## src/rtl/dtm_pkg.sv

```systemverilog
// Shared types and constants for the parametrised JTAG DTM: IR codes, DMI op/resp
// encodings, the DTMCS layout and the IEEE 1149.1 TAP state encoding.
package dtm_pkg;

   localparam logic [4:0] IR_IDCODE  = 5'h01;
   localparam logic [4:0] IR_DTMCS   = 5'h10;
   localparam logic [4:0] IR_DMI     = 5'h11;
   localparam logic [4:0] IR_BUSYCNT = 5'h12;
   localparam logic [4:0] IR_BYPASS  = 5'h1F;
   localparam logic [4:0] IR_CAPTURE = 5'b00101;

   localparam int unsigned DATA_W         = 32;
   localparam int unsigned RESP_W         = 34;
   localparam int unsigned BUSYCNT_W      = 16;
   localparam int unsigned DTMCS_RST_BIT  = 16;
   localparam int unsigned DTMCS_HRST_BIT = 17;

   typedef enum logic [1:0] {
      DTM_NOP,
      DTM_READ,
      DTM_WRITE,
      DTM_RSVD
   } dtm_op_e;

   typedef enum logic [1:0] {
      DTM_SUCCESS,
      DTM_RESP_RSVD,
      DTM_FAILED,
      DTM_BUSY
   } dtm_resp_e;

   typedef struct packed {
      logic [13:0] zero1;
      logic        dmihardreset;
      logic        dmireset;
      logic        zero0;
      logic [2:0]  idle;
      logic [1:0]  dmistat;
      logic [5:0]  abits;
      logic [3:0]  version;
   } dtmcs_t;

   typedef enum logic [3:0] {
      TAP_TLR,
      TAP_RTI,
      TAP_SEL_DR,
      TAP_CAP_DR,
      TAP_SHIFT_DR,
      TAP_EXIT1_DR,
      TAP_PAUSE_DR,
      TAP_EXIT2_DR,
      TAP_UPD_DR,
      TAP_SEL_IR,
      TAP_CAP_IR,
      TAP_SHIFT_IR,
      TAP_EXIT1_IR,
      TAP_PAUSE_IR,
      TAP_EXIT2_IR,
      TAP_UPD_IR
   } tap_state_e;

   typedef enum logic [2:0] {
      DR_BYPASS,
      DR_IDCODE,
      DR_DTMCS,
      DR_DMI,
      DR_BUSYCNT
   } dr_sel_e;

   typedef enum logic [1:0] {
      DMI_IDLE,
      DMI_REQ,
      DMI_WAIT_RESP
   } dmi_state_e;

   // IEEE 1149.1 TAP next-state table
   function automatic tap_state_e tap_next(input tap_state_e s, input logic tms);
      tap_state_e n;
      case (s)
         TAP_TLR:      n = tms ? TAP_TLR      : TAP_RTI;
         TAP_RTI:      n = tms ? TAP_SEL_DR   : TAP_RTI;
         TAP_SEL_DR:   n = tms ? TAP_SEL_IR   : TAP_CAP_DR;
         TAP_CAP_DR:   n = tms ? TAP_EXIT1_DR : TAP_SHIFT_DR;
         TAP_SHIFT_DR: n = tms ? TAP_EXIT1_DR : TAP_SHIFT_DR;
         TAP_EXIT1_DR: n = tms ? TAP_UPD_DR   : TAP_PAUSE_DR;
         TAP_PAUSE_DR: n = tms ? TAP_EXIT2_DR : TAP_PAUSE_DR;
         TAP_EXIT2_DR: n = tms ? TAP_UPD_DR   : TAP_SHIFT_DR;
         TAP_UPD_DR:   n = tms ? TAP_SEL_DR   : TAP_RTI;
         TAP_SEL_IR:   n = tms ? TAP_TLR      : TAP_CAP_IR;
         TAP_CAP_IR:   n = tms ? TAP_EXIT1_IR : TAP_SHIFT_IR;
         TAP_SHIFT_IR: n = tms ? TAP_EXIT1_IR : TAP_SHIFT_IR;
         TAP_EXIT1_IR: n = tms ? TAP_UPD_IR   : TAP_PAUSE_IR;
         TAP_PAUSE_IR: n = tms ? TAP_EXIT2_IR : TAP_PAUSE_IR;
         TAP_EXIT2_IR: n = tms ? TAP_UPD_IR   : TAP_SHIFT_IR;
         TAP_UPD_IR:   n = tms ? TAP_SEL_DR   : TAP_RTI;
         default:      n = TAP_TLR;
      endcase
      return n;
   endfunction

endpackage

```

## src/rtl/dmi_jtag_dtm_param_if.sv

```systemverilog
// DMI request/response handshake between the DTM (master) and the Debug Module (slave).
interface dmi_jtag_dtm_param_if
   import dtm_pkg::*;
#(
   parameter int unsigned ABITS = 7
);

   logic [ABITS+33:0] dmi_req_o;
   logic              dmi_req_valid_o;
   logic              dmi_req_ready_i;
   logic [RESP_W-1:0] dmi_resp_i;
   logic              dmi_resp_valid_i;
   logic              dmi_resp_ready_o;

   modport master (
      output dmi_req_o,
      output dmi_req_valid_o,
      input  dmi_req_ready_i,
      input  dmi_resp_i,
      input  dmi_resp_valid_i,
      output dmi_resp_ready_o
   );

   modport slave (
      input  dmi_req_o,
      input  dmi_req_valid_o,
      output dmi_req_ready_i,
      output dmi_resp_i,
      output dmi_resp_valid_i,
      input  dmi_resp_ready_o
   );

endinterface

```

## src/rtl/dmi_jtag_tap_fsm.sv

```systemverilog
// TAP controller, instruction register with DR-select decode, and the falling-edge
// td_o/tdo_oe_o output stage. Honours DTM_BUSY_COUNT_EN for the BUSYCNT IR code.
module dmi_jtag_tap_fsm
   import dtm_pkg::*;
#(
   parameter int unsigned IRLENGTH = 5
) (
   input  logic       tck_i,
   input  logic       trst_ni,
   input  logic       tms_i,
   input  logic       td_i,
   input  logic       dr_tdo,
   output tap_state_e tap_state,
   output dr_sel_e    dr_sel_c,
   output logic       tlr_enter_c,
   output logic       td_o,
   output logic       tdo_oe_o
);

   logic [IRLENGTH-1:0] ir_shift;
   logic [IRLENGTH-1:0] ir_q;

   assign tlr_enter_c = (tap_state != TAP_TLR) && (tap_next(tap_state, tms_i) == TAP_TLR);

   // TAP state plus IR capture/shift/update; Test-Logic-Reset forces IDCODE
   always_ff @(posedge tck_i or negedge trst_ni) begin
      if (!trst_ni) begin
         tap_state <= TAP_TLR;
         ir_shift  <= '0;
         ir_q      <= IRLENGTH'(IR_IDCODE);
      end else begin
         tap_state <= tap_next(tap_state, tms_i);
         case (tap_state)
            TAP_TLR:      ir_q     <= IRLENGTH'(IR_IDCODE);
            TAP_CAP_IR:   ir_shift <= IRLENGTH'(IR_CAPTURE);
            TAP_SHIFT_IR: ir_shift <= {td_i, ir_shift[IRLENGTH-1:1]};
            TAP_UPD_IR:   ir_q     <= ir_shift;
            default:      ;
         endcase
      end
   end

   // Unknown codes fall through to BYPASS
   always_comb begin
      dr_sel_c = DR_BYPASS;
      if (ir_q == IRLENGTH'(IR_IDCODE)) begin
         dr_sel_c = DR_IDCODE;
      end else if (ir_q == IRLENGTH'(IR_DTMCS)) begin
         dr_sel_c = DR_DTMCS;
      end else if (ir_q == IRLENGTH'(IR_DMI)) begin
         dr_sel_c = DR_DMI;
      end else if (ir_q == IRLENGTH'(IR_BUSYCNT)) begin
`ifdef DTM_BUSY_COUNT_EN
         dr_sel_c = DR_BUSYCNT;
`else
         dr_sel_c = DR_BYPASS;
`endif
      end else if (ir_q == IRLENGTH'(IR_BYPASS)) begin
         dr_sel_c = DR_BYPASS;
      end
   end

   always_ff @(negedge tck_i or negedge trst_ni) begin
      if (!trst_ni) begin
         td_o     <= 1'b0;
         tdo_oe_o <= 1'b0;
      end else begin
         tdo_oe_o <= (tap_state == TAP_SHIFT_IR) || (tap_state == TAP_SHIFT_DR);
         if (tap_state == TAP_SHIFT_IR) begin
            td_o <= ir_shift[0];
         end else if (tap_state == TAP_SHIFT_DR) begin
            td_o <= dr_tdo;
         end else begin
            td_o <= 1'b0;
         end
      end
   end

endmodule

```

## src/rtl/dmi_jtag_dtm_param.sv

```systemverilog
// Parametrised RISC-V JTAG DTM: DR registers, sticky error model and DMI handshake FSM.
// Define DTM_BUSY_COUNT_EN to add the 16-bit BUSYCNT data register on IR 0x12.
module dmi_jtag_dtm_param
   import dtm_pkg::*;
#(
   parameter int unsigned ABITS       = 7,
   parameter int unsigned IRLENGTH    = 5,
   parameter logic [31:0] IDCODE      = 32'h0000_0DB3,
   parameter int unsigned IDLE_CYCLES = 1
) (
   input  logic                 tck_i,
   input  logic                 trst_ni,
   input  logic                 tms_i,
   input  logic                 td_i,
   output logic                 td_o,
   output logic                 tdo_oe_o,
   output logic                 dmi_clear_o,
   dmi_jtag_dtm_param_if.master dmi
);

   localparam int unsigned DMI_W = ABITS + 34;
   localparam int unsigned DR_W  = DMI_W;

   if (IDCODE[0] != 1'b1) begin : g_idcode_chk
      $error("IDCODE bit 0 must be 1");
   end
   if ((ABITS < 1) || (ABITS > 32)) begin : g_abits_chk
      $error("ABITS must be in 1..32");
   end
   if (IRLENGTH < 5) begin : g_irlen_chk
      $error("IRLENGTH must be at least 5");
   end
   if (IDLE_CYCLES > 7) begin : g_idle_chk
      $error("IDLE_CYCLES must be in 0..7");
   end

   tap_state_e       tap_state;
   dr_sel_e          dr_sel_c;
   logic             tlr_enter_c;
   logic [DR_W-1:0]  dr_q;
   logic [DR_W-1:0]  dr_capture_c;
   logic [DR_W-1:0]  dr_shift_c;
   logic [ABITS-1:0] last_addr_q;
   logic [31:0]      last_data_q;
   logic [1:0]       sticky_q;
   dmi_state_e       dmi_state_q;
   dtmcs_t           dtmcs_cap_c;

   dmi_jtag_tap_fsm #(
      .IRLENGTH (IRLENGTH)
   ) u_tap (
      .tck_i       (tck_i),
      .trst_ni     (trst_ni),
      .tms_i       (tms_i),
      .td_i        (td_i),
      .dr_tdo      (dr_q[0]),
      .tap_state   (tap_state),
      .dr_sel_c    (dr_sel_c),
      .tlr_enter_c (tlr_enter_c),
      .td_o        (td_o),
      .tdo_oe_o    (tdo_oe_o)
   );

   logic             capture_c;
   logic             shift_c;
   logic             update_c;
   logic             outstanding_c;
   logic [1:0]       dmi_status_c;
   dtm_op_e          upd_op_c;
   logic [ABITS-1:0] upd_addr_c;
   logic [31:0]      upd_data_c;
   logic             start_c;
   logic             busy_req_c;
   logic             resp_fire_c;
   dtm_resp_e        resp_code_c;
   logic             resp_failed_c;
   logic             resp_busy_c;
   logic             dmireset_c;
   logic             hardreset_c;
   logic             busy_set_c;

   assign capture_c     = (tap_state == TAP_CAP_DR);
   assign shift_c       = (tap_state == TAP_SHIFT_DR);
   assign update_c      = (tap_state == TAP_UPD_DR);
   assign outstanding_c = (dmi_state_q != DMI_IDLE);
   assign dmi_status_c  = (sticky_q != 2'd0) ? sticky_q : (outstanding_c ? 2'd3 : 2'd0);

   assign upd_op_c   = dtm_op_e'(dr_q[1:0]);
   assign upd_data_c = dr_q[33:2];
   assign upd_addr_c = dr_q[DMI_W-1:34];

   // A new op is only accepted when idle and error-free; a colliding scan raises busy
   assign start_c    = update_c && (dr_sel_c == DR_DMI) && (sticky_q == 2'd0) && !outstanding_c &&
                       ((upd_op_c == DTM_READ) || (upd_op_c == DTM_WRITE));
   assign busy_req_c = (dr_sel_c == DR_DMI) && (capture_c || update_c) &&
                       (sticky_q == 2'd0) && outstanding_c;

   assign resp_fire_c   = (dmi_state_q == DMI_WAIT_RESP) && dmi.dmi_resp_valid_i;
   assign resp_code_c   = dtm_resp_e'(dmi.dmi_resp_i[1:0]);
   assign resp_failed_c = resp_fire_c && (resp_code_c == DTM_FAILED);
   assign resp_busy_c   = resp_fire_c && (resp_code_c == DTM_BUSY);

   assign dmireset_c  = update_c && (dr_sel_c == DR_DTMCS) && dr_q[DTMCS_RST_BIT];
   assign hardreset_c = update_c && (dr_sel_c == DR_DTMCS) && dr_q[DTMCS_HRST_BIT];
   assign busy_set_c  = (sticky_q == 2'd0) && !resp_failed_c && (busy_req_c || resp_busy_c);

   always_comb begin
      dtmcs_cap_c         = '0;
      dtmcs_cap_c.version = 4'd1;
      dtmcs_cap_c.abits   = 6'(ABITS);
      dtmcs_cap_c.dmistat = sticky_q;
      dtmcs_cap_c.idle    = 3'(IDLE_CYCLES);
   end

`ifdef DTM_BUSY_COUNT_EN
   logic [BUSYCNT_W-1:0] busy_cnt_q;

   // Saturating count of busy events; a 1 in bit 0 on Update clears it
   always_ff @(posedge tck_i or negedge trst_ni) begin
      if (!trst_ni) begin
         busy_cnt_q <= '0;
      end else if (update_c && (dr_sel_c == DR_BUSYCNT) && dr_q[0]) begin
         busy_cnt_q <= '0;
      end else if (busy_set_c && (busy_cnt_q != {BUSYCNT_W{1'b1}})) begin
         busy_cnt_q <= busy_cnt_q + BUSYCNT_W'(1);
      end
   end
`endif

   // Per-register capture value and LSB-first shift with the register's own length
   always_comb begin
      dr_capture_c = '0;
      dr_shift_c   = DR_W'(td_i);
      case (dr_sel_c)
         DR_IDCODE: begin
            dr_capture_c = DR_W'(IDCODE);
            dr_shift_c   = DR_W'({td_i, dr_q[31:1]});
         end
         DR_DTMCS: begin
            dr_capture_c = DR_W'(dtmcs_cap_c);
            dr_shift_c   = DR_W'({td_i, dr_q[31:1]});
         end
         DR_DMI: begin
            dr_capture_c = {last_addr_q, last_data_q, dmi_status_c};
            dr_shift_c   = {td_i, dr_q[DR_W-1:1]};
         end
`ifdef DTM_BUSY_COUNT_EN
         DR_BUSYCNT: begin
            dr_capture_c = DR_W'(busy_cnt_q);
            dr_shift_c   = DR_W'({td_i, dr_q[BUSYCNT_W-1:1]});
         end
`endif
         default: ;
      endcase
   end

   always_ff @(posedge tck_i or negedge trst_ni) begin
      if (!trst_ni) begin
         dr_q <= '0;
      end else if (capture_c) begin
         dr_q <= dr_capture_c;
      end else if (shift_c) begin
         dr_q <= dr_shift_c;
      end
   end

   // Failed always wins over busy; only the reset paths clear a sticky error
   always_ff @(posedge tck_i or negedge trst_ni) begin
      if (!trst_ni) begin
         sticky_q <= 2'd0;
      end else if (dmireset_c || hardreset_c) begin
         sticky_q <= 2'd0;
      end else if (resp_failed_c) begin
         sticky_q <= 2'd2;
      end else if (busy_set_c) begin
         sticky_q <= 2'd3;
      end
   end

   always_ff @(posedge tck_i or negedge trst_ni) begin
      if (!trst_ni) begin
         dmi_clear_o <= 1'b0;
      end else begin
         dmi_clear_o <= tlr_enter_c || hardreset_c;
      end
   end

   // DMI handshake: IDLE -> REQ -> WAIT_RESP -> IDLE, all outputs registered
   always_ff @(posedge tck_i or negedge trst_ni) begin
      if (!trst_ni) begin
         dmi_state_q          <= DMI_IDLE;
         dmi.dmi_req_o        <= '0;
         dmi.dmi_req_valid_o  <= 1'b0;
         dmi.dmi_resp_ready_o <= 1'b0;
         last_addr_q          <= '0;
         last_data_q          <= '0;
      end else if (hardreset_c) begin
         dmi_state_q          <= DMI_IDLE;
         dmi.dmi_req_valid_o  <= 1'b0;
         dmi.dmi_resp_ready_o <= 1'b0;
      end else begin
         case (dmi_state_q)
            DMI_IDLE: begin
               if (start_c) begin
                  last_addr_q         <= upd_addr_c;
                  last_data_q         <= upd_data_c;
                  dmi.dmi_req_o       <= {upd_addr_c, dr_q[1:0], upd_data_c};
                  dmi.dmi_req_valid_o <= 1'b1;
                  dmi_state_q         <= DMI_REQ;
               end
            end
            DMI_REQ: begin
               if (dmi.dmi_req_ready_i) begin
                  dmi.dmi_req_valid_o  <= 1'b0;
                  dmi.dmi_resp_ready_o <= 1'b1;
                  dmi_state_q          <= DMI_WAIT_RESP;
               end
            end
            DMI_WAIT_RESP: begin
               if (dmi.dmi_resp_valid_i) begin
                  last_data_q          <= dmi.dmi_resp_i[RESP_W-1:2];
                  dmi.dmi_resp_ready_o <= 1'b0;
                  dmi_state_q          <= DMI_IDLE;
               end
            end
            default: dmi_state_q <= DMI_IDLE;
         endcase
      end
   end

endmodule

```

## src/flat_wrapper.sv

```systemverilog
// flat-port wrapper written by rule: the top's interface ports become plain ports
module dmi_jtag_dtm_param_flat import dtm_pkg::*;
#(
   parameter int unsigned ABITS       = 7,
   parameter int unsigned IRLENGTH    = 5,
   parameter logic [31:0] IDCODE      = 32'h0000_0DB3,
   parameter int unsigned IDLE_CYCLES = 1
)
  (tck_i, trst_ni, tms_i, td_i, td_o, tdo_oe_o, dmi_clear_o, dmi_dmi_req_o, dmi_dmi_req_valid_o, dmi_dmi_req_ready_i, dmi_dmi_resp_i, dmi_dmi_resp_valid_i, dmi_dmi_resp_ready_o);
  dmi_jtag_dtm_param_if #(.ABITS(ABITS)) dmi_i ();
  input  logic tck_i;
  input  logic trst_ni;
  input  logic tms_i;
  input  logic td_i;
  output logic td_o;
  output logic tdo_oe_o;
  output logic dmi_clear_o;
  output wire logic [$bits(dmi_i.dmi_req_o)-1:0] dmi_dmi_req_o;
  output wire logic [$bits(dmi_i.dmi_req_valid_o)-1:0] dmi_dmi_req_valid_o;
  input wire logic [$bits(dmi_i.dmi_req_ready_i)-1:0] dmi_dmi_req_ready_i;
  input wire logic [$bits(dmi_i.dmi_resp_i)-1:0] dmi_dmi_resp_i;
  input wire logic [$bits(dmi_i.dmi_resp_valid_i)-1:0] dmi_dmi_resp_valid_i;
  output wire logic [$bits(dmi_i.dmi_resp_ready_o)-1:0] dmi_dmi_resp_ready_o;
  assign dmi_dmi_req_o = dmi_i.dmi_req_o;
  assign dmi_dmi_req_valid_o = dmi_i.dmi_req_valid_o;
  assign dmi_i.dmi_req_ready_i = dmi_dmi_req_ready_i;
  assign dmi_i.dmi_resp_i = dmi_dmi_resp_i;
  assign dmi_i.dmi_resp_valid_i = dmi_dmi_resp_valid_i;
  assign dmi_dmi_resp_ready_o = dmi_i.dmi_resp_ready_o;
  dmi_jtag_dtm_param #(.ABITS(ABITS), .IRLENGTH(IRLENGTH), .IDCODE(IDCODE), .IDLE_CYCLES(IDLE_CYCLES)) u_core (.tck_i(tck_i), .trst_ni(trst_ni), .tms_i(tms_i), .td_i(td_i), .td_o(td_o), .tdo_oe_o(tdo_oe_o), .dmi_clear_o(dmi_clear_o), .dmi(dmi_i));
endmodule
```

## config.mk

```make
export PLATFORM = sky130hd
export DESIGN_NAME = dmi_jtag_dtm_param_flat
export DESIGN_NICKNAME = d
export VERILOG_FILES = /design/src/rtl/dtm_pkg.sv /design/src/rtl/dmi_jtag_dtm_param_if.sv /design/src/rtl/dmi_jtag_tap_fsm.sv /design/src/rtl/dmi_jtag_dtm_param.sv /design/src/flat_wrapper.sv
export SDC_FILE = /design/constraint.sdc
export NUM_CORES = 1
export LEC_CHECK = 0
export CAP_MARGIN = 10
export CORE_ASPECT_RATIO = 0.6
export CORE_MARGIN = 5
export CORE_UTILIZATION = 40
export CTS_CLUSTER_SIZE = 30
export DETAILED_ROUTE_END_ITERATION = 10
export SYNTH_ARGS = -nofsm -noshare
export SYNTH_HDL_FRONTEND = slang
export SYNTH_SLANG_ARGS = --single-unit
export TNS_END_PERCENT = 10
```

## constraint.sdc

```tcl
create_clock -name tck_i -period 3.4 [get_ports tck_i]
set_clock_uncertainty 0.1 [all_clocks]
set_input_delay 0.85 -clock tck_i [delete_from_list [all_inputs] [get_ports tck_i]]
set_output_delay 0.85 -clock tck_i [all_outputs]
set_load 0.02 [all_outputs]
```

# After elaboration in Yosys (flattened, before gate mapping)
# Cells that the tools add are included.
dict set report op_classes {
  mul 0
  bitwise_logic 1
  add_sub_neg 0
  reduce_logical 47
  n_mux 45
  shift 0
  n_lt_le_gt_ge 0
  div_mod_pow 0
  eq_ne 32
}
# cell count
set ops {}
lappend ops {{41-bit case mux with 3 select lines} 1}
lappend ops {{41-bit 2-to-1 mux} 2}
lappend ops {{41-bit case mux with 2 select lines} 1}
lappend ops {{32-bit 2-to-1 mux} 2}
lappend ops {{32-bit case mux with 2 select lines} 1}
lappend ops {{4-bit case mux with 12 select lines} 1}
lappend ops {{4-bit equality test, second input constant} 8}
lappend ops {{2-bit 2-to-1 mux} 15}
lappend ops {{5-bit case mux with 2 select lines} 2}
lappend ops {{4-bit by 3-bit equality test with 1-bit output, second input constant} 4}
lappend ops {{1-bit logical AND} 16}
lappend ops {{4-bit 2-to-1 mux} 4}
lappend ops {{2-bit equality test, second input constant} 6}
lappend ops {{3-bit AND reduction} 4}
lappend ops {{2-bit nonzero test} 6}
lappend ops {{1-bit 2-to-1 mux} 11}
lappend ops {{5-bit equality test, second input constant} 2}
lappend ops {{3-bit nonzero test} 3}
lappend ops {{4-bit by 2-bit equality test with 1-bit output, second input constant} 2}
lappend ops {{4-bit zero test} 2}
lappend ops {{2-bit by 1-bit equality test with 1-bit output, second input constant} 3}
lappend ops {{1-bit logical OR} 6}
lappend ops {{3-bit 2-to-1 mux} 2}
lappend ops {{3-bit by 2-bit != test with 1-bit output, second input constant} 2}
lappend ops {{14 further kinds} 19}
dict set report totals {
  memories 0
  romBits 0
  in_bits 40
  latchBits 0
  wordCells 139
  mem_bits_rw 0
  regBits 144
}

# Longest topological paths before layout
# Gate-level depths: netlist of run 1.
dict set report depth {
  ltp_word 13
  mapped_depth 8
  ltp_nobuf 6
}

# Cells and area by module
# A second synthesis of run 1 with hierarchy kept.
dict set report hier_totals {
  hier_cells 715
  area_unflattened_um2 6401.1
}
# module seq_area_each_um2 n_inst cells_per_inst area_per_inst_um2
set modules_own_cells {}
lappend modules_own_cells {dmi_jtag_dtm_param 3027.9 1 614 5509.0}
lappend modules_own_cells {dmi_jtag_tap_fsm 401.6 1 101 892.1}

==> results of run 1 <==
## cell usage in the layout (no fill, tap or decap), drive strengths merged, types with 6 or more instances in the layout
cell / count
a21oi: 15
a221oi: 22
buf: 24
clkbuf: 19
clkdlybuf4s50: 82
clkinv: 7
dfrtp: 134
inv: 15
mux2: 105
mux2i: 12
nand2: 34
nand3: 9
nor2: 53
nor3: 6
o21ai: 32
o22ai: 7
## power groups by stage
stage / combinational, mW / clock [mW] / sequential [mW]
after floorplan: 1.77 / 0 / 2.46
after global placement: 2.46 / 0 / 2.52
after detailed placement: 2.52 / 0 / 2.53
after CTS: 2.54 / 1.89 / 2.51
after global routing: 2.77 / 1.95 / 2.58
final: 2.53 / 1.85 / 2.52
## timing repair
action                     4_1_cts  5_1_grt
gates resized for setup         12        0
hold buffers                     0        0
setup endpoints to repair        2        2
pin swaps                        0        0
## sequential cells by signal, summed over array words and instances, names as in the netlist, 2 cells and up
| register | flops |
|---|---|
| u_core.last_addr_q | 6 |
| u_core.dmi.dmi_req_o | 35 |
| u_core.dr_q | 41 |
| u_core.u_tap.ir_q | 5 |
| u_core.last_data_q | 32 |
| u_core.sticky_q | 2 |
| u_core.u_tap.tap_state | 4 |
| u_core.dmi_state_q | 2 |
| u_core.u_tap.ir_shift | 5 |
## through the flow
| step | utilization, % | hold WS [ns] | instances |
|---|---|---|---|
| after global routing | 51.4 | 0.218 | 867 |
| final | 51.4 | 0.206 | 867 |
| after detailed placement | 47.7 | 0.391 | 835 |
| after global placement | 47.7 | 0.375 | 835 |
| after floorplan | - | 0.350 | 561 |
| after CTS | 51.4 | 0.200 | 867 |
## per-layer routing
layer / GRT usage (%) / up-vias
li1: - / 2225
met1: 26.5 / 2402
met2: 24.6 / 139
met3: 3.99 / 19
met4: 6.17 / 0
met5: 0 / -
## layout make-up
cell class	instances	area (um2)
multi-input cells	370	2960
fillers	1401	7890
well taps	209	262
clock buffers	19	443
repair buffers	106	1040
clock inverters	13	145
flip-flops and latches	137	3430
inverters	13	48.8
## worst paths after layout
kind                                                        endpoint  slack (ns)  cells past startpoint
worst max register to register           u_core.u_tap.td_o$_DFF_NN0_        0.47                      3
worst min-delay path              u_core.last_data_q[28]$_DFFE_PN0P_        0.21                      1
worst min register to register  u_core.dmi.dmi_req_o[12]$_DFFE_PN0P_        0.40                      1
min in group tck_i              u_core.dmi.dmi_req_o[12]$_DFFE_PN0P_        0.40                      1
worst max-delay path                                        tdo_oe_o       -0.16                      1
max in group asynchronous                u_core.u_tap.td_o$_DFF_NN0_        1.13                      1
## logic make-up after synthesis
kind of cell / Yosys count / share of synthesized area (%)
compound gates: 115 / 12.2
simple gates: 133 / 9.93
xor+xnor: 1 / 0.133
buf+inv: 54 / 3.56
fa+ha+maj: 4 / 0.758
flops: 137 / 51.9
mux: 117 / 21.4
==> run summary, run 1 <==
Outcome: complete, but fails checks
Failing checks: setup timing
Worst IR Drop VDD: 348 uV
Width of the die: 176 um
Slew Viols, Final: 0
Placement-stage cell area: 7740 um2
Setup tns final: -0.327 ns
Antenna Diode Count: 0
Reported net switching power: 2.46 mW
Met1 layer wirelength in the final routing: 8.46 mm
Critical path class: flip-flop to primary output
Setup slack at placement: -0.231 ns
Row count: 36
Drt total wl: 16.4 mm
Number of buffers created by CTS: 17
Cell family with most CP delay: flip-flops
Average detailed-routed wire length per instance: 19.0 um
Number of enable-type register cells in the synthesized netlist: 0
Switching part of the total: 35.7%
Nets@finish: 689
Async set-reset flop share out of synthesis: 100%
CORE AREA: 16200 um2
Maxcap violations: 0
Clock buffer depth: 2
Number of clock sinks seen by CTS: 137
Router iterations before antenna repair: 5
Via count of the routed design: 4785
Share of total power in combinational logic: 36.7%
Final setup vio count: 2
Biggest area contributors in the synthesized netlist: sky130_fd_sc_hd__dfrtp_1, sky130_fd_sc_hd__mux2_2, sky130_fd_sc_hd__mux2_4
Critical-path top delay cell: sky130_fd_sc_hd__dfrtn_1
Netlist cell types: 60
Routed wire length on met3: 873 um
Top Layer Used: met4
Worst-Margin Slew: 0.808 ns
Global-route wire length before repair: 26.6 mm
Number of storage elements in the synthesis netlist: 137
I/O pin count: 86
Total of warnings raised by yosys: 0
Buf/Inv on CP: 1
Worst EP required: 2.45 ns
Share of cells above drive strength 1: 26.1%
Critical register-to-register path startpoint: u_core.u_tap.tap_state[3]$_DFF_PN0_
Violation count after the first detailed-route iteration: 309
Total die area: 19300 um2
Critical path's largest stage delay: 0.41 ns
Global Route Usage Sum: 17.5%
Quantity of I/O buffers inserted on ports: 85
Via count of the first global-routing pass: 4816
Tightest Hold Check Type: primary input to asynchronous set/reset pin
CTS tree: done
Root buf cell: sky130_fd_sc_hd__clkbuf_16
Met2 WL: 6.90 mm
Area delta synth->final: 26.2%
HPWL after detailed placement: 11.0 mm
Most used DFF post-synth: sky130_fd_sc_hd__dfrtp_1
Post-CTS setup buffer count: 0
Cells after synthesis: 561
Largest net degree at the start of global routing: 64
Area of the mapped netlist: 6600 um2
Design Power: 6.89 mW
Post-Syn Area per Cell: 11.8 um2
Count of unresolved DRC violations after routing: 0
Critical path startpoint: u_core.u_tap.tdo_oe_o$_DFF_NN0_
Sequential-to-total area share from yosys stat: 51.9%
Worst-case headroom to the max-slew limit: 46.1%
Final Hold Viols: 0
Pint: 4.43 mW
Portion of total power attributed to sequential cells: 36.5%
Synth top area share: 50.8%
Initial Utilization: 40.7%
Kind of end point of the critical path: primary output
Initial antenna violation count: 0
Gp weighted congestion: 0.865
Clock power share: 26.8%
H-tree depth reported by CTS: 4
Count of antenna-violating nets left after detailed routing: 0
Peak fanout along the critical path: 1
Post-route cell area: 8330 um2
Insertion delay of the later-clocked pin in the worst-skew pair: 0.41 ns
Data arrival time of the critical path: 2.61 ns
Net count of the mapped netlist: 605
Reported leakage power: 3.77 nW
Category of the worst setup path launch point: flip-flop
Die H: 110 um
Setup slack after layout: -0.164 ns
Largest area contributor in the synthesized netlist: sky130_fd_sc_hd__dfrtp_1
Leftover overflow at the end of global routing: 0
Vias per cell: 5.52
Most frequent cells after synthesis: sky130_fd_sc_hd__dfrtp_1, sky130_fd_sc_hd__mux2_2, sky130_fd_sc_hd__nor2_1
Clock transition time at the flip-flop clock pins of the worst setup and hold paths: 0.06 ns
Critical path cell sequence: buf_6
Pwr/cell area: 827 nW/um2
Setup repair after global routing missed its margin: yes
Most numerous cell in the Yosys netlist: sky130_fd_sc_hd__dfrtp_1
Note: power is estimated with default switching activity, not from simulation.
==> run 2, diff against run 1 <==
--- a/config.mk
+++ b/config.mk
@@ -9,9 +9,11 @@
 export CORE_ASPECT_RATIO = 0.6
 export CORE_MARGIN = 5
 export CORE_UTILIZATION = 40
+export CTS_BUF_LIST = sky130_fd_sc_hd__clkbuf_16
 export CTS_CLUSTER_SIZE = 30
 export DETAILED_ROUTE_END_ITERATION = 10
 export SYNTH_ARGS = -nofsm -noshare
 export SYNTH_HDL_FRONTEND = slang
+export SYNTH_HIERARCHICAL = 1
 export SYNTH_SLANG_ARGS = --single-unit
 export TNS_END_PERCENT = 10
==> run summary, run 2 <==
Root buf cell: sky130_fd_sc_hd__clkbuf_16
Post-route cell area: 7960 um2 (-4.4%)
Worst Hold Depth: 2
Critical register-to-register path startpoint: u_core/u_tap/tap_state[3]$_DFF_PN0_
Area of the mapped netlist: 6400 um2 (-3.1%)
Share of cells above drive strength 1: 8.19% (-18 points)
Nets@finish: 822 (+19%)
Width of the die: 173 um (-1.4%)
Pwr/cell area: 745 nW/um2 (-10%)
Synth top area share: 52.4% (+1.6 points)
Registers with the most flip-flops: u_core/dmi.dmi_req_o: 41 flops, u_core/dr_q: 41 flops, u_core/last_data_q: 32 flops
Most common cell after layout, fill and taps aside: sky130_fd_sc_hd__nand2_1
Initial antenna violation count: 0 (unchanged)
Count of antenna-violating nets left after detailed routing: 0 (unchanged)
I/O pin count: 86 (unchanged)
Number of buffers created by CTS: 17 (unchanged)
Most numerous cell in the Yosys netlist: sky130_fd_sc_hd__nand2_1
Met2 WL: 7.40 mm (+7.3%)
Setup slack after layout: -0.151 ns (+0.0131 ns)
Reported leakage power: 3.72 nW (-1.5%)
Router iterations before antenna repair: 5 (unchanged)
CORE AREA: 15500 um2 (-4.4%)
Gp weighted congestion: 0.806 (-6.8%)
Tightest Hold Check Type: flip-flop to flip-flop
Largest family of logic cells by synthesized area: simple AND/OR/NAND/NOR gates
Sequential-to-total area share from yosys stat: 53.6% (+1.6 points)
Post-synthesis simple-gate area fraction: 26.3% (+16 points)
Fin Hold WS: 0.366 ns (+0.160 ns)
Initial Utilization: 41.3% (+0.57 points)
Outcome: complete, but fails checks
Row count: 35 (-2.8%)
Parity-gate share of the synthesized area counting xor and xnor cells: 0.137% (+0.0042 points)
Worst-Margin Slew: 1.11 ns (+0.305 ns)
Quantity of I/O buffers inserted on ports: 85 (unchanged)
Async set-reset flop share out of synthesis: 100% (unchanged)
Area delta synth->final: 24.4%
Die H: 108 um (-1.4%)
Total die area: 18700 um2 (-2.8%)
Cell family with most CP delay: flip-flops
Average detailed-routed wire length per instance: 17.6 um (-7.2%)
Design Power: 5.93 mW (-14%)
Final Hold Viols: 0 (unchanged)
Share of the synthesized area in compound gates (AO/OA/AOI/OAI): 13.4% (+1.2 points)
Hold-critical path endpoint: u_core/dmi.dmi_req_o[5]$_DFFE_PN0P_
Number of clock sinks seen by CTS: 137 (unchanged)
Area taken by flip-flops and latches: 3430 um2 (unchanged)
Largest net degree at the start of global routing: 136 (+110%)
Maxcap violations: 0 (unchanged)
Worst-case headroom to the max-slew limit: 25.8% (-20 points)
Portion of netlist area occupied by mux cells: 1.88% (-20 points)
Total of warnings raised by yosys: 6 (+6)
Number of storage elements in the synthesis netlist: 137 (unchanged)
Most used DFF post-synth: sky130_fd_sc_hd__dfrtp_1
Data arrival time of the critical path: 2.60 ns (about the same)
Critical path class: flip-flop to primary output
Worst EP required: 2.45 ns (about the same)
Routed wire length on met3: 1.23 mm (+41%)
Worst IR Drop VDD: 267 uV (-23%)
Placement-stage cell area: 7420 um2 (-4.1%)
Flop2flop setup slack: 0.52 ns (+0.05 ns)
Vias per cell: 5.56 (+0.77%)
R2R Path End: u_core/u_tap/td_o$_DFF_NN0_
Biggest area contributors in the synthesized netlist: sky130_fd_sc_hd__dfrtp_1, sky130_fd_sc_hd__nand2_1, sky130_fd_sc_hd__nor3_1
Global-route wire length before repair: 28.9 mm (+8.8%)
Slew Viols, Final: 0 (unchanged)
Kind of end point of the critical path: primary output
Top library cells by usage in the layout, fill and taps aside: sky130_fd_sc_hd__nand2_1, sky130_fd_sc_hd__dfrtp_1, sky130_fd_sc_hd__clkdlybuf4s50_1, sky130_fd_sc_hd__nor3_1, sky130_fd_sc_hd__nor2_1
Count of unresolved DRC violations after routing: 0 (unchanged)
Drt total wl: 17.5 mm (+6.7%)
Via count of the routed design: 5545 (+16%)
Critical path's largest stage delay: 0.40 ns (about the same)
Post-Syn Area per Cell: 8.95 um2 (-24%)
Post-CTS setup buffer count: 0 (unchanged)
Via count of the first global-routing pass: 5456 (+13%)
Violation count after the first detailed-route iteration: 646 (+110%)
Netlist cell types: 59 (-1.7%)
CTS tree: done
Clock buffer depth: 2 (unchanged)
Insertion delay of the later-clocked pin in the worst-skew pair: 0.41 ns (about the same)
Number of enable-type register cells in the synthesized netlist: 0 (unchanged)
Cell depth of the worst flop-to-flop path: 2 (-1)
Setup slack at placement: -0.215 ns (+0.0153 ns)
HPWL after detailed placement: 10.9 mm (-0.54%)
Post-synthesis adder-cell area fraction: 0% (-0.76 points)
Met1 layer wirelength in the final routing: 8.77 mm (+3.6%)
Total stage count of the critical path: 1 (unchanged)
Buf/Inv on CP: 1 (unchanged)
Failing checks: setup timing
Setup repair after global routing missed its margin: yes
Peak fanout along the critical path: 1 (unchanged)
Antenna Diode Count: 0 (unchanged)
Top Layer Used: met4
Leftover overflow at the end of global routing: 0 (unchanged)
H-tree depth reported by CTS: 4 (unchanged)
Fillcell total: 1462 (+4.4%)
Clock transition time at the flip-flop clock pins of the worst setup and hold paths: 0.06 ns (about the same)
Net count of the mapped netlist: 755 (+25%)
Category of the worst setup path launch point: flip-flop
Most frequent cells after synthesis: sky130_fd_sc_hd__nand2_1, sky130_fd_sc_hd__dfrtp_1, sky130_fd_sc_hd__nor3_1
Combined area of the multi-input logic cells: 2710 um2 (-8.6%)
Largest area contributor in the synthesized netlist: sky130_fd_sc_hd__dfrtp_1
Final setup vio count: 2 (unchanged)
Cells after synthesis: 715 (+27%)
Critical-path top delay cell: sky130_fd_sc_hd__dfrtn_1
Critical path cell sequence: buf_6
Critical hold path startpoint: u_core/dmi.dmi_req_o[5]$_DFFE_PN0P_
Global Route Usage Sum: 18.9% (+1.4 points)
[run 2: area by class of cell]
type                    count  share of cell area (%)
inverters                   9                   0.424
well taps                 203                    3.19
repair buffers            101                    12.6
clock buffers              17                    5.34
multi-input cells         516                    34.0
flip-flops and latches    137                    43.1
clock inverters            14                    1.40
[run 2: how the worst max path moves through the flow]
stage / startpoint / end / slack [ns]
6_report: u_core/u_tap/tdo_oe_o$_DFF_NN0_ / tdo_oe_o / -0.15
5_1_grt: u_core/u_tap/td_o$_DFF_NN0_ / td_o / -0.19
4_1_cts: u_core/u_tap/tdo_oe_o$_DFF_NN0_ / tdo_oe_o / -0.16
3_5_place_dp: u_core/u_tap/tdo_oe_o$_DFF_NN0_ / tdo_oe_o / -0.22
3_3_place_gp: u_core/u_tap/td_o$_DFF_NN0_ / td_o / -0.22
2_1_floorplan: u_core/u_tap/td_o$_DFF_NN0_ / td_o / 0.28
[run 2: cells by family after synthesis]
family,after synthesis
XOR/XNOR,1
AND/OR/NAND/NOR,370
multiplexers,12
flip-flops,137
buffers and inverters,62
AO/OA/AOI/OAI,132
other,1
[run 2: layer usage]
layer | up-vias | GRT usage (%)
met5 | - | 0
met4 | 0 | 4.33
met3 | 16 | 4.40
met2 | 185 | 27.4
met1 | 2725 | 28.7
li1 | 2619 | -
[run 2: worst reg2reg max path: stages (launching register included)]
cell	delay, ns
sky130_fd_sc_hd__dfrtp_1	0.38
sky130_fd_sc_hd__or4b_4	0.55
sky130_fd_sc_hd__o22ai_2	0.15
[run 2: per-stage QoR]
step           util (%)  cells  setup TNS, ns
6_report           51.4    997         -0.302
5_1_grt            51.4    997         -0.358
4_1_cts            51.4    997         -0.328
3_5_place_dp       47.9    966         -0.424
3_3_place_gp       47.9    966         -0.431
2_1_floorplan         -    715              0
[run 2: where the power goes]
part           switching, mW  internal (mW)
Clock                  0.712          0.991
Combinational          0.981          0.684
Sequential             0.453           2.11
[run 2: what timing repair did]
action,in CTS,in global routing
endpoints found under the setup margin,2,2
gates cloned,0,0
resized for setup,12,0
hold buffers,0,0
